`src/rtl/uart_core.sv`:
```
`default_nettype none
// ============================================================================
// Module   : uart_core
// Brief    : Full-duplex 8N1/8E1/8O1 UART, shared 16x baud generator.
//            Optional UART_LOOPBACK_EN adds a loopback input (tx -> rx path).
// Revision : 1.0 - initial release
// ============================================================================
module uart_core #(
    parameter int CLK_FREQ   = 50_000_000,
    parameter int BAUD       = 115200,
    parameter int OVERSAMPLE = 16
) (
    input  logic       clk,
    input  logic       reset,
    input  logic       in_valid,
    output logic       in_ready,
    input  logic [7:0] in_data,
    input  logic       parity_en,
    input  logic       parity_odd,
    output logic       tx,
    output logic       busy,
    input  logic       rx,
`ifdef UART_LOOPBACK_EN
    input  logic       loopback,
`endif
    output logic       rx_valid,
    input  logic       rx_ready,
    output logic [7:0] rx_data,
    output logic       parity_err,
    output logic       frame_err
);

    localparam int c_div_raw = (CLK_FREQ + (BAUD * OVERSAMPLE) / 2) / (BAUD * OVERSAMPLE);
    localparam int c_div     = (c_div_raw < 1) ? 1 : c_div_raw;
    localparam int c_div_w   = (c_div > 1) ? $clog2(c_div) : 1;
    localparam logic [c_div_w-1:0] c_div_last = c_div_w'(c_div - 1);

    localparam logic [2:0] c_idle   = 3'd0;
    localparam logic [2:0] c_start  = 3'd1;
    localparam logic [2:0] c_data   = 3'd2;
    localparam logic [2:0] c_parity = 3'd3;
    localparam logic [2:0] c_stop   = 3'd4;
    localparam logic [2:0] c_wait_h = 3'd5;

    logic [c_div_w-1:0] baud_cnt_q;
    logic               w_tick;

    assign w_tick = (baud_cnt_q == c_div_last);

    always_ff @(posedge clk) begin
        if (!reset)      baud_cnt_q <= '0;
        else if (w_tick) baud_cnt_q <= '0;
        else             baud_cnt_q <= baud_cnt_q + 1'b1;
    end

    logic [2:0] tx_state_q, tx_state_d;
    logic [3:0] tx_tick_q, tx_tick_d;
    logic [2:0] tx_bit_q, tx_bit_d;
    logic [7:0] tx_shift_q, tx_shift_d;
    logic       tx_par_en_q, tx_par_en_d;
    logic       tx_par_bit_q, tx_par_bit_d;

    always_ff @(posedge clk) begin
        if (!reset) begin
            tx_state_q   <= c_idle;
            tx_tick_q    <= '0;
            tx_bit_q     <= '0;
            tx_shift_q   <= '0;
            tx_par_en_q  <= 1'b0;
            tx_par_bit_q <= 1'b0;
        end else begin
            tx_state_q   <= tx_state_d;
            tx_tick_q    <= tx_tick_d;
            tx_bit_q     <= tx_bit_d;
            tx_shift_q   <= tx_shift_d;
            tx_par_en_q  <= tx_par_en_d;
            tx_par_bit_q <= tx_par_bit_d;
        end
    end

    always_comb begin
        tx_state_d   = tx_state_q;
        tx_tick_d    = tx_tick_q;
        tx_bit_d     = tx_bit_q;
        tx_shift_d   = tx_shift_q;
        tx_par_en_d  = tx_par_en_q;
        tx_par_bit_d = tx_par_bit_q;
        if (tx_state_q == c_idle) begin
            if (in_valid) begin
                tx_state_d   = c_start;
                tx_tick_d    = '0;
                tx_bit_d     = '0;
                tx_shift_d   = in_data;
                tx_par_en_d  = parity_en;
                tx_par_bit_d = (^in_data) ^ parity_odd;
            end
        end else if (w_tick) begin
            if (tx_tick_q == 4'd15) begin
                tx_tick_d = '0;
                case (tx_state_q)
                    c_start: tx_state_d = c_data;
                    c_data: begin
                        tx_shift_d = {1'b0, tx_shift_q[7:1]};
                        tx_bit_d   = tx_bit_q + 3'd1;
                        if (tx_bit_q == 3'd7)
                            tx_state_d = tx_par_en_q ? c_parity : c_stop;
                    end
                    c_parity: tx_state_d = c_stop;
                    default:  tx_state_d = c_idle;
                endcase
            end else begin
                tx_tick_d = tx_tick_q + 4'd1;
            end
        end
    end

    always_comb begin
        tx       = 1'b1;
        busy     = 1'b1;
        in_ready = 1'b0;
        case (tx_state_q)
            c_idle: begin
                busy     = 1'b0;
                in_ready = 1'b1;
            end
            c_start:  tx = 1'b0;
            c_data:   tx = tx_shift_q[0];
            c_parity: tx = tx_par_bit_q;
            default:  tx = 1'b1;
        endcase
    end

    logic       w_rx_src;
    logic [1:0] rx_sync_q;
    logic       w_rx_s;

`ifdef UART_LOOPBACK_EN
    assign w_rx_src = loopback ? tx : rx;
`else
    assign w_rx_src = rx;
`endif
    assign w_rx_s = rx_sync_q[1];

    always_ff @(posedge clk) begin
        if (!reset) rx_sync_q <= 2'b11;
        else        rx_sync_q <= {rx_sync_q[0], w_rx_src};
    end

    logic [2:0] rx_state_q, rx_state_d;
    logic [3:0] rx_tick_q, rx_tick_d;
    logic [2:0] rx_bit_q, rx_bit_d;
    logic [7:0] rx_shift_q, rx_shift_d;
    logic       rx_par_en_q, rx_par_en_d;
    logic       rx_par_odd_q, rx_par_odd_d;
    logic       rx_par_bit_q, rx_par_bit_d;
    logic       rx_valid_q, rx_valid_d;
    logic [7:0] rx_data_q, rx_data_d;
    logic       perr_q, perr_d;
    logic       ferr_q, ferr_d;

    always_ff @(posedge clk) begin
        if (!reset) begin
            rx_state_q   <= c_idle;
            rx_tick_q    <= '0;
            rx_bit_q     <= '0;
            rx_shift_q   <= '0;
            rx_par_en_q  <= 1'b0;
            rx_par_odd_q <= 1'b0;
            rx_par_bit_q <= 1'b0;
            rx_valid_q   <= 1'b0;
            rx_data_q    <= '0;
            perr_q       <= 1'b0;
            ferr_q       <= 1'b0;
        end else begin
            rx_state_q   <= rx_state_d;
            rx_tick_q    <= rx_tick_d;
            rx_bit_q     <= rx_bit_d;
            rx_shift_q   <= rx_shift_d;
            rx_par_en_q  <= rx_par_en_d;
            rx_par_odd_q <= rx_par_odd_d;
            rx_par_bit_q <= rx_par_bit_d;
            rx_valid_q   <= rx_valid_d;
            rx_data_q    <= rx_data_d;
            perr_q       <= perr_d;
            ferr_q       <= ferr_d;
        end
    end

    always_comb begin
        rx_state_d   = rx_state_q;
        rx_tick_d    = rx_tick_q;
        rx_bit_d     = rx_bit_q;
        rx_shift_d   = rx_shift_q;
        rx_par_en_d  = rx_par_en_q;
        rx_par_odd_d = rx_par_odd_q;
        rx_par_bit_d = rx_par_bit_q;
        rx_valid_d   = rx_valid_q;
        rx_data_d    = rx_data_q;
        perr_d       = perr_q;
        ferr_d       = ferr_q;
        if (rx_valid_q && rx_ready) rx_valid_d = 1'b0;
        case (rx_state_q)
            c_idle: begin
                if (w_tick && !w_rx_s) begin
                    rx_state_d = c_start;
                    rx_tick_d  = '0;
                end
            end
            c_start: begin
                if (w_tick) begin
                    if (rx_tick_q == 4'd7) begin
                        rx_tick_d = '0;
                        if (!w_rx_s) begin
                            rx_state_d   = c_data;
                            rx_bit_d     = '0;
                            rx_par_en_d  = parity_en;
                            rx_par_odd_d = parity_odd;
                        end else begin
                            rx_state_d = c_idle;
                        end
                    end else begin
                        rx_tick_d = rx_tick_q + 4'd1;
                    end
                end
            end
            c_data, c_parity, c_stop: begin
                if (w_tick) begin
                    if (rx_tick_q == 4'd15) begin
                        rx_tick_d = '0;
                        if (rx_state_q == c_data) begin
                            rx_shift_d = {w_rx_s, rx_shift_q[7:1]};
                            rx_bit_d   = rx_bit_q + 3'd1;
                            if (rx_bit_q == 3'd7)
                                rx_state_d = rx_par_en_q ? c_parity : c_stop;
                        end else if (rx_state_q == c_parity) begin
                            rx_par_bit_d = w_rx_s;
                            rx_state_d   = c_stop;
                        end else begin
                            // A completing frame overrides any pending consume.
                            rx_valid_d = 1'b1;
                            rx_data_d  = rx_shift_q;
                            ferr_d     = !w_rx_s;
                            perr_d     = rx_par_en_q &
                                         (rx_par_bit_q ^ (^rx_shift_q) ^ rx_par_odd_q);
                            rx_state_d = w_rx_s ? c_idle : c_wait_h;
                        end
                    end else begin
                        rx_tick_d = rx_tick_q + 4'd1;
                    end
                end
            end
            default: begin
                if (w_rx_s) rx_state_d = c_idle;
            end
        endcase
    end

    always_comb begin
        rx_valid   = rx_valid_q;
        rx_data    = rx_data_q;
        parity_err = perr_q;
        frame_err  = ferr_q;
    end

endmodule
`default_nettype wire

```
`config.mk`:
```
export PLATFORM = sky130hd
export DESIGN_NAME = uart_core
export DESIGN_NICKNAME = d
export VERILOG_FILES = /design/src/rtl/uart_core.sv
export SDC_FILE = /design/constraint.sdc
export NUM_CORES = 1
export LEC_CHECK = 0
export BUFFER_PORTS_ARGS = -buffer_cell sky130_fd_sc_hd__buf_2
export CORE_ASPECT_RATIO = 0.6
export CORE_UTILIZATION = 55
export DETAILED_ROUTE_END_ITERATION = 8
export PLACE_DENSITY = 0.75
export SLEW_MARGIN = 20
export SYNTH_ARGS = -nofsm -noshare
export SYNTH_HDL_FRONTEND = slang
export SYNTH_SLANG_ARGS = --single-unit
```
`constraint.sdc`:
```
create_clock -name clk -period 3.67 [get_ports clk]
set_input_delay 0 -clock clk [delete_from_list [all_inputs] [get_ports clk]]
set_output_delay 0 -clock clk [all_outputs]
set_load 0.03 [all_outputs]
```
==> tab_implementation.tex <==
\begin{tabular}{lr}
\hline
Metric & Value \\
\hline
\multicolumn{2}{l}{\textbf{Hold path}} \\
Instance count along the most critical hold path & 4 \\
Endpoint of the worst hold path & tx\_shift\_q[7]\$\_SDFFE\_PN0P\_ \\
Type of the worst min-delay path & in2reg \\
Beginning of the worst hold path & in\_valid \\
\multicolumn{2}{l}{\textbf{Critical path}} \\
Critical path fanouts, max & 8 \\
Gate family responsible for the most delay along the worst path & simple AND/OR/NAND/NOR gates \\
Sum of buffers and inverters on the critical path & 1 \\
Setup CP Type & reg2reg \\
Flop2flop setup slack & 1.58 ns \\
Worst Reg2Reg Path Length in Cells & 7 \\
CP max-delay cell & nand4\_2 \\
Crit Reg-Reg Startpoint & baud\_cnt\_q[0]\$\_SDFF\_PP0\_ \\
Logic depth of the worst path, buffers included & 7 \\
Critical Path Start Type & flip-flop \\
Critical path endpoint category & flip-flop \\
Crit path DAT & 2.30 ns \\
Crit path largest cell delay & 0.37 ns \\
Req. time, crit path & 3.88 ns \\
Cell type with the highest occurrence count on the critical path & nor2\_1 \\
Reg-to-reg critical path endpoint & rx\_shift\_q[4]\$\_SDFFE\_PN0P\_ \\
Critical-path cell list & inv\_1, ha\_1, nand4b\_1, nor2\_1, nand4\_2, mux2i\_1, nor2\_1 \\
\multicolumn{2}{l}{\textbf{Route}} \\
Drt pass-1 iters & 5 \\
Vias & 2417 \\
Wire length per cell after detailed routing & 15.0 um \\
Remaining antenna violation count after routing & 0 \\
Post-route DRC & 0 \\
Per-cell via count in the routed design & 5.57 \\
Total routed wirelength & 6530 um \\
DRT iter0 DRCs & 201 \\
\multicolumn{2}{l}{\textbf{Placement}} \\
Half-perimeter wire length after placement & 4280 um \\
PortBufs & 28 \\
Cell total after placement & 404 \\
GPL Wtd Cong & 0.825 \\
\multicolumn{2}{l}{\textbf{Timing}} \\
Largest clock skew in the final design & 0.00739 ns \\
Fmax & 0.479 GHz \\
Slew Limit Fails & 0 \\
Finish-stage setup viols & 0 \\
Shortest clock period the worst path allows after layout & 2.09 ns \\
Sum of negative setup slack & 0 ns \\
Fraction of the cycle the final worst path needs & 56.9\% \\
Worst slew pin tran & 0.876 ns \\
Slew margin rel. & 41.5\% \\
Setup repair after global routing missed its margin & false \\
Total count of hold-check failures in the final report & 0 \\
\multicolumn{2}{l}{\textbf{Die}} \\
Placeable core region & 5080 sq um \\
Area enclosed by the die boundary & 5610 sq um \\
Horizontal die dimension & 96.0 um \\
Number of core rows & 20 \\
Count of pins on the block boundary & 29 \\
Initial cell density of the core & 57.4\% \\
Chip Height & 58.4 um \\
\multicolumn{2}{l}{\textbf{Synth}} \\
Ys async rst share & 0\% \\
Syn Std Cell Area & 2920 sq um \\
Number of nets produced by synthesis & 347 \\
Share of the synthesized area in the top cell type & 40.5\% \\
Post-synthesis sequential area ratio & 40.5\% \\
Post-synth EDFFs & 0 \\
Most used standard cells in the synthesized netlist & dfxtp\_1 (59), nor2\_1 (49), nand2\_1 (37) \\
Largest cells by area after synthesis & dfxtp\_1 (40\%), mux2i\_1 (9.3\%), nor2\_1 (6.3\%), nand2\_1 (4.8\%), a311oi\_2 (3.6\%) \\
Count of warnings emitted by yosys & 0 \\
Number of distinct library cell variants in the gate-level netlist after synthesis & 50 \\
Average size of a mapped cell & 9.00 sq um \\
Top cell type by total area after synthesis & dfxtp\_1 \\
Count leader, synth & dfxtp\_1 \\
Number of standard cells after synthesis & 324 \\
Post-synthesis register bit count & 59 \\
Flip-flop cell with the highest count after synthesis & dfxtp\_1 \\
\multicolumn{2}{l}{\textbf{Global routing}} \\
Total grt overflow & 0 \\
Via count of the first global-routing pass & 2130 \\
First-pass GRT wire length & 10400 um \\
Pin count of the biggest net entering global routing & 47 \\
Gr usage total & 25.2\% \\
Initial antenna violation count & 0 \\
\multicolumn{2}{l}{\textbf{Layout}} \\
Fraction of the core area covered by cells at the end of the flow & 67.0\% \\
Post-route non-filler standard cell count & 434 \\
Number of inserted diodes & 0 \\
Fraction of layout cells with a size suffix above 1 & 17.1\% \\
Count of nets after finishing & 386 \\
Post-synthesis to final-layout area growth & 16.7\% \\
\multicolumn{2}{l}{\textbf{Clock tree}} \\
Cts bufs inserted & 9 \\
Clock tree root driver cell & clkbuf\_8 \\
CTS tree & built \\
Longest Clk Path Bufs & 2 \\
Register clock-pin slew on the reported worst setup and hold paths & 0.07 ns \\
Post-CTS Hold Buffers & 14 \\
Resized cells post-CTS & 0 \\
Setup Fix Bufs, Post-CTS & 0 \\
Count of clock tree sinks & 59 \\
Number of H-tree levels & 3 \\
Worst-skew pair later-pin latency & 0.35 ns \\
\multicolumn{2}{l}{\textbf{Power}} \\
Power density over the cells & 552 nW/um\^{}2 \\
Cell-internal power & 1.21 mW \\
Cell leakage power & 1.41 nW \\
Switching share of power & 35.6\% \\
Sequential share of power & 41.2\% \\
IR drop worst, VDD & 0.274 mV \\
Net Switching & 669 uW \\
Part of the power in the clock network & 31.9\% \\
Relative contribution of combinational cells to total power & 26.9\% \\
\multicolumn{2}{l}{\textbf{Outcome}} \\
Run status & finished clean \\
\multicolumn{2}{l}{\textbf{Job}} \\
Max Cap Viol & 0 \\
\hline
\end{tabular}
==> worst max-delay path by stage <==
stage,startpoint,to,slack (ns)
2_1_floorplan,baud_cnt_q[0]$_SDFF_PP0_,tx_shift_q[0]$_SDFFE_PN0P_,1.91
3_3_place_gp,baud_cnt_q[0]$_SDFF_PP0_,rx_shift_q[3]$_SDFFE_PN0P_,1.74
3_5_place_dp,baud_cnt_q[0]$_SDFF_PP0_,rx_shift_q[4]$_SDFFE_PN0P_,1.64
4_1_cts,baud_cnt_q[0]$_SDFF_PP0_,rx_shift_q[4]$_SDFFE_PN0P_,1.62
5_1_grt,tx_state_q[1]$_SDFFE_PN0P_,tx_state_q[0]$_SDFFE_PN0P_,1.42
6_report,baud_cnt_q[0]$_SDFF_PP0_,rx_shift_q[4]$_SDFFE_PN0P_,1.58
==> flip-flops by register name (all words and copies together) (netlist names), 2 cells and up <==
signal	count
rx_data	8
tx_tick_q	4
rx_shift_q	8
tx_state_q	3
rx_bit_q	3
rx_sync_q	2
rx_tick_q	4
tx_shift_q	8
baud_cnt_q	5
rx_state_q	3
tx_bit_q	3
==> power groups by stage <==
| stage | sequential, mW | combinational [mW] | clock [mW] |
|---|---|---|---|
| detailed placement | 0.785 | 0.478 | 0 |
| global placement | 0.783 | 0.467 | 0 |
| finish | 0.774 | 0.505 | 0.599 |
| global route | 0.783 | 0.544 | 0.644 |
| CTS | 0.770 | 0.493 | 0.614 |
| floorplan | 0.747 | 0.417 | 0 |
==> cells in the final DEF, fill, tap and decap left out, types with 2 or more instances in the layout <==
| master | netlist | routed |
|---|---|---|
| a211oi_2 | 2 | 2 |
| inv_2 | 2 | 2 |
| nor3_1 | 5 | 5 |
| xnor3_1 | 2 | 2 |
| xnor2_1 | 12 | 12 |
| nor2_1 | 49 | 49 |
| buf_4 | 3 | 2 |
| clkinvlp_4 | 0 | 2 |
| nand2_1 | 37 | 37 |
| and2_1 | 2 | 2 |
| dfxtp_1 | 59 | 59 |
| ha_1 | 8 | 8 |
| nand3_1 | 9 | 9 |
| a21oi_1 | 19 | 19 |
| o21ai_0 | 9 | 9 |
| a22oi_1 | 4 | 4 |
| dlygate4sd3_1 | 0 | 14 |
| xor2_1 | 3 | 3 |
| nand4_1 | 2 | 2 |
| a311oi_2 | 7 | 7 |
| buf_2 | 4 | 28 |
| inv_6 | 0 | 2 |
| o22ai_1 | 2 | 2 |
| o21ai_1 | 3 | 3 |
| mux2i_1 | 27 | 27 |
| nor2b_1 | 5 | 5 |
| and3_1 | 4 | 4 |
| or3_1 | 3 | 3 |
| nand2b_1 | 6 | 6 |
| inv_1 | 6 | 6 |
| clkbuf_8 | 0 | 9 |
==> layout make-up <==
class	instances	area [sq um]
Clock buffer	9	124
Tap cell	66	82.6
Sequential cell	59	1180
Multi-Input combinational cell	241	1610
Fill cell	434	1680
Timing Repair Buffer	44	295
Clock inverter	7	76.3
Inverter	8	30.0
==> worst register-to-register path, cell delays in order (launching register included) <==
cell and delay (ns):
dfxtp_1 0.34, inv_1 0.06, ha_1 0.18, nand4b_1 0.33, nor2_1 0.32, nand4_2 0.37, mux2i_1 0.30, nor2_1 0.05
==> cell families (layout without fill, tap and decap cells) <==
kind of cell               after synthesis  after routing  share of synthesized area [%]
AOI/OAI and AO/OA                       54             54                           13.6
xor gates and xnor gates                17             17                           6.05
adders and majority gates                8              8                           3.43
buffers and inverters                   24             68                           4.16
DFF                                     59             59                           40.5
muxes                                   28             28                           9.65
and+or+nand+nor                        134            134                           22.6
==> metrics by stage <==
stage	hold WS, ns	area [sq um]	total power [mW]	setup slack, ns
final	0.175	3400	1.88	1.58
after CTS	0.130	3400	1.88	1.62
after floorplan	0.0730	2920	1.16	1.91
after detailed placement	0.185	3060	1.26	1.64
after global routing	0.163	3400	1.97	1.42
after global placement	0.186	3060	1.25	1.74
==> layer usage <==
metal  vias to the layer above  global-route usage, %  wire, um
li1                       1208                      -         -
met1                      1114                   35.8      3200
met2                        83                   33.8      2660
met3                        12                   12.5       603
met4                         0                   6.18        69
met5                         -                      0         0
(Power assumes the default switching activity.)
